$ cat config.mk
export PLATFORM = sky130hd
export DESIGN_NAME = key_debounce
export DESIGN_NICKNAME = d
export VERILOG_FILES = /design/src/rtl/key_debounce.sv
export SDC_FILE = /design/constraint.sdc
export NUM_CORES = 1
export LEC_CHECK = 0
export BUFFER_PORTS_ARGS = -buffer_cell sky130_fd_sc_hd__buf_2
export CORE_MARGIN = 3
export CORE_UTILIZATION = 50
export DETAILED_ROUTE_END_ITERATION = 7
export PLACE_DENSITY = 0.67
export SLEW_MARGIN = 20
export SYNTH_ARGS = -nofsm -noshare
export SYNTH_HDL_FRONTEND = slang
export SYNTH_SLANG_ARGS = --single-unit
$ cat constraint.sdc
create_clock -name sys_clk -period 2.3 [get_ports sys_clk]
set_input_delay 0.23 -clock sys_clk [delete_from_list [all_inputs] [get_ports sys_clk]]
set_output_delay 0.23 -clock sys_clk [all_outputs]
set_load 0.01 [all_outputs]
$ cat src/rtl/key_debounce.sv
// Two-channel active-low push-button conditioner: 2-FF synchroniser followed by a
// per-channel stability counter FSM producing a clean level plus press/release strobes.
module key_debounce #(
    parameter int CNT_MAX = 1_000_000,
    parameter int CNT_W   = 20
) (
    input  logic       sys_clk,
    input  logic       sys_rst,
    input  logic [1:0] key_in,
    output logic [1:0] key_out,
    output logic [1:0] key_press,
    output logic [1:0] key_release
);

    localparam logic [CNT_W-1:0] CNT_LAST = CNT_W'(CNT_MAX - 1);
    localparam logic [CNT_W-1:0] CNT_ONE  = CNT_W'(1);

    typedef enum logic [1:0] {
        S_HI  = 2'd0,
        S_WLO = 2'd1,
        S_LO  = 2'd2,
        S_WHI = 2'd3
    } state_t;

    logic [1:0] sync1_q;
    logic [1:0] sync2_q;

    // Reset to the released level so a held button is debounced from scratch afterwards.
    always_ff @(posedge sys_clk or posedge sys_rst) begin
        if (sys_rst) begin
            sync1_q <= 2'b11;
            sync2_q <= 2'b11;
        end else begin
            sync1_q <= key_in;
            sync2_q <= sync1_q;
        end
    end

    for (genvar gi = 0; gi < 2; gi++) begin : g_ch
        state_t           state_q;
        logic [CNT_W-1:0] cnt_q;
        logic             out_q;
        logic             press_q;
        logic             release_q;

        always_ff @(posedge sys_clk or posedge sys_rst) begin
            if (sys_rst) begin
                state_q   <= S_HI;
                cnt_q     <= '0;
                out_q     <= 1'b1;
                press_q   <= 1'b0;
                release_q <= 1'b0;
            end else begin
                press_q   <= 1'b0;
                release_q <= 1'b0;
                case (state_q)
                    S_HI: begin
                        if (!sync2_q[gi]) begin
                            state_q <= S_WLO;
                            cnt_q   <= CNT_ONE;
                        end
                    end
                    S_WLO: begin
                        if (sync2_q[gi]) begin
                            state_q <= S_HI;
                            cnt_q   <= '0;
                        end else if (cnt_q == CNT_LAST) begin
                            state_q <= S_LO;
                            out_q   <= 1'b0;
                            press_q <= 1'b1;
                            cnt_q   <= '0;
                        end else begin
                            cnt_q <= cnt_q + CNT_ONE;
                        end
                    end
                    S_LO: begin
                        if (sync2_q[gi]) begin
                            state_q <= S_WHI;
                            cnt_q   <= CNT_ONE;
                        end
                    end
                    S_WHI: begin
                        if (!sync2_q[gi]) begin
                            state_q <= S_LO;
                            cnt_q   <= '0;
                        end else if (cnt_q == CNT_LAST) begin
                            state_q   <= S_HI;
                            out_q     <= 1'b1;
                            release_q <= 1'b1;
                            cnt_q     <= '0;
                        end else begin
                            cnt_q <= cnt_q + CNT_ONE;
                        end
                    end
                    default: begin
                        state_q <= S_HI;
                        cnt_q   <= '0;
                        out_q   <= 1'b1;
                    end
                endcase
            end
        end

        assign key_out[gi]     = out_q;
        assign key_press[gi]   = press_q;
        assign key_release[gi] = release_q;
    end

endmodule

* After elaboration in Yosys (flattened, before gate mapping)
Index checks and enable logic that the tools add are counted.
** Storage, ports and cells
- Register bits after elaboration :: 54
- Input port bits :: 4
- Output and inout port bits :: 6
- Logic and storage cells :: 94
** Operators by class
- $add $sub $neg :: 2
- Equality and inequality tests :: 24
- Multiplexer cells :: 46
- Reductions and logical operators :: 10
** Operator list (number)
- $mux 20 :: 10
- $pmux 20 s4 :: 2
- $add 20x1->20 const B :: 2
- $eq 20x20->1 const B :: 2
- $mux 2 :: 12
- $ne 2x2->1 const B :: 12
- $mux 1 :: 18
- $pmux 2 s4 :: 2
- $ne 3x3->1 const B :: 4
- $reduce_and 5->1 :: 2
- $eq 2x2->1 const B :: 4
- $reduce_and 4->1 :: 2
- $eq 2x1->1 const B :: 2
- $logic_not 2->1 :: 2
- $pmux 1 s2 :: 2
- $reduce_and 2->1 :: 2
- $reduce_bool 2->1 :: 2

* Logic depth before layout (Yosys ltp)
- Word-level depth :: 4
- Mapped depth :: 8
- Depth with buffers taken out :: 6

* Least setup slack after synthesis
Ideal clock, no wire load.
- Path kind :: register -> register
- From :: reg g_ch[0].cnt_q[7]
- To :: reg with a tool-made name
- Library setup time :: 127 ps
- Arrival time :: 1996 ps
- Setup slack :: 177 ps
- Stages on the path, launching flop included :: 7
- Buffers on the path :: 1
- Cells stage by stage :: dfrtp_1 > or4b_1 > or3_4 > o41a_4 > buf_6 > o21ai_1 > o31ai_2
** RTL lines
- start: declaration :: RTL line 41 : logic [CNT_W-1:0] cnt_q;
- start signal: assignment :: RTL line 73 : cnt_q <= cnt_q + CNT_ONE;
- start signal: assignment :: RTL line 92 : cnt_q <= cnt_q + CNT_ONE;

==> key figures <==
Global route
  • Initial antenna violation count: 0
  • First-pass GRT wire length: 9342 um
  • Tot GR Track Use: 0.1831
  • Vias in the first global route: 2088
  • Largest net degree at the start of global routing: 26
  • Gr ovfl total: 0

Power
  • Power per cell area: 740.2 mW/mm2
  • Worst vdd ir: 0.4532 mV
  • Leak Pwr: 0.001277 uW

Setup path
  • WP buf/inv: 0
  • Crit. End Element: register
  • CP delay by family, top: simple AND/OR/NAND/NOR gates
  • Critical path peak fanout: 14
  • CP Cell Sequence: or4b_1 > or3_4 > o41a_4 > o21ai_1 > o31ai_2
  • Crit path DAT: 2.33 ns
  • Critical path startpoint category: register
  • WS Path Type: reg2reg
  • CP max stage delay: 0.52 ns
  • CP max stage cell: or4b_1
  • WP data required: 2.50 ns

Yosys
  • Syn nets: 286
  • Count of flip-flops with a built-in enable after synthesis: 0
  • Ys async rst share: 1.000
  • Register bit total from synthesis: 54
  • Post-synthesis cell type count: 45
  • Top-area cell type share of the netlist area: 0.4366
  • Cells after synthesis: 280
  • Sequential element share of the synthesized area: 0.4939
  • Synth area leaders: dfrtp_1 (44%), dfstp_2 (5.7%), xor2_1 (5.1%)
  • Ys Warns: 0
  • Cell taking the most area after synthesis: dfrtp_1
  • Post-Synthesis Cell Area: 0.002751 mm2
  • Dominant synthesized flop cell: dfrtp_1
  • Avg Synthesized Cell Area: 9.826 um2

Cells and area
  • Nets: 302
  • Layout cells sized above 1: 0.1549
  • Area grow syn2layout: 9.641%
  • Inserted Diodes: 0
  • Footprint of the multi-input gates: 0.001272 mm2
  • Fillers: 462
  • FF+latch area: 0.001359 mm2

Die
  • Rows: 26
  • Die width: 80.18 um
  • Initial Utilization: 0.5286
  • DIE AREA: 0.006429 mm2
  • Ports: 10
  • Core area: 0.005205 mm2
  • Die Y: 80.18 um

Timing
  • Slew margin rel.: 0.2692
  • Final worst slack: 0.1658 ns
  • Worst-margin pin slew: 1.092 ns
  • Final Hold Viols: 0
  • Tmin final: 2.134 ns
  • Max Fclk: 468.6 MHz
  • Worst Skew: 0.005833 ns
  • Final period utilization: 0.9279
  • Fin. max-slew vios: 0
  • Setup violations, final: 0
  • RSZ-0062 raised after global routing: no
  • Setup TNS: 0 ns

Route
  • Initial DRC count: 91
  • WL per Instance: 14.32 um
  • Via count: 2062
  • Antenna-violating nets left: 0
  • 1st-pass router iterations: 4
  • Vias per inst: 5.619
  • Post-Route WL: 5256 um
  • Number of remaining DRC errors: 0

CTS
  • Worst skew pair latency: 0.31 ns
  • Clock-pin slew on the worst setup and hold paths: 0.10 ns
  • Root buffer cell: clkbuf_8
  • Total CTS buffers: 5
  • # H-tree levels: 2
  • CTS tree: yes
  • Post-CTS sizing: 0
  • Worst-case clock buffer depth: 2
  • CTS sink cnt: 54

Placed design
  • GPL Wtd Cong: 0.7785
  • Pre-CTS WS: 0.1823 ns
  • DP HPWL: 3703 um
  • PortBufs: 9

Run
  • # Max-Cap Violations: 0

Hold path
  • Hold Crit Class: in2reg

Run status
  • Status: completed
## registers in the layout, indices dropped and copies added, names as in the netlist, named ones only
register,flops
g_ch.out_q,2
sync2_q,2
g_ch.cnt_q,40
sync1_q,2
g_ch.press_q,2
g_ch.release_q,2
g_ch.state_q,2
## routing by layer
| metal | vias up | part of all wire | global-route usage |
|---|---|---|---|
| met5 | - | 0 | 0 |
| met4 | 0 | 0.011 | 0.06757 |
| met3 | 6 | 0.022 | 0.03027 |
| met2 | 18 | 0.52 | 0.3295 |
| met1 | 1011 | 0.45 | 0.2177 |
| li1 | 1027 | - | - |
## cells in the mapped netlist, drive strengths merged, types with 3 or more instances
cell    count
dfrtp      48
nor4        5
nor3b       3
or4         3
o21a        3
buf         8
nor3        5
o31ai       3
dfstp       6
xor2       16
o21ai      15
a21oi      11
nand2      34
nand4      10
and3        6
nor2       23
nand3      19
or3         7
xnor2       7
clkbuf      6
inv         8
and2        3
and4        5
## logic make-up after synthesis
family,count (synthesis),synth area share
and+or+nand+nor,129,0.2478
DFF,54,0.4939
AOI/OAI and AO/OA,48,0.1251
xor gates and xnor gates,23,0.07321
buffers and inverters,22,0.04365
muxes,2,0.007276
adders and majority gates,2,0.009094
## per-stage QoR
stage	total power [uW]	util	instances	instance area, um2	hold slack [ns]
detailed placement	1596	0.5541	357	2884	0.2908
finish	2233	0.5796	367	3017	0.01510
CTS	2252	0.5776	366	3007	0.002647
global placement	1585	0.5541	357	2884	0.2881
floorplan	1471	-	280	2751	0.2345
global route	2361	0.5796	367	3017	0.00009673
## cell usage in the layout, fill, tap and decap left out, drive strengths merged, types with 3 or more instances in the layout
cell / count
nor2: 23
dfrtp: 48
and2: 3
and3: 6
nand3: 19
nand4: 10
nor3: 5
inv: 9
or3: 7
o21a: 3
clkbuf: 5
or4: 3
nor4: 5
nor3b: 3
buf: 21
dfstp: 6
xor2: 16
a21oi: 11
o21ai: 15
xnor2: 7
nand2: 34
o31ai: 3
and4: 5
## power breakdown
group	internal, uW	total, uW	leakage (uW)	switching (uW)
combinational	190	509	0.000498	319
clock	327	651	0.0000585	324
sequential	999	1070	0.000721	73.2
## final timing paths
path | start | slack [ns] | cells past startpoint | end
max reg2reg | g_ch[0].cnt_q[7]$_DFFE_PP0P_ | 0.17 | 5 | register
min | key_in[1] | 0.02 | 1 | sync1_q[1]$_DFF_PP1_
max in group asynchronous | sys_rst | 1.12 | 4 | sync2_q[0]$_DFF_PP1_
max | g_ch[0].cnt_q[7]$_DFFE_PP0P_ | 0.17 | 5 | register
min reg2reg | sync1_q[1]$_DFF_PP1_ | 0.36 | 0 | sync2_q[1]$_DFF_PP1_
min in group asynchronous | sys_rst | 0.49 | 3 | g_ch[1].cnt_q[3]$_DFFE_PP0P_
## layout make-up
type,count,share of cell area
Multi-Input combinational cell,204,0.4218
Clock inverter,3,0.01452
Inverter,8,0.009954
Clock buffer,5,0.02281
Sequential cell,54,0.4504
Tap cell,70,0.02903
Timing Repair Buffer,23,0.05143
## repair_timing
action,in CTS,in global routing
hold endpoints to repair,20,1
setup buffers,0,0
hold buffers,1,1
No activity file was read; power rests on OpenSTA's default activity.
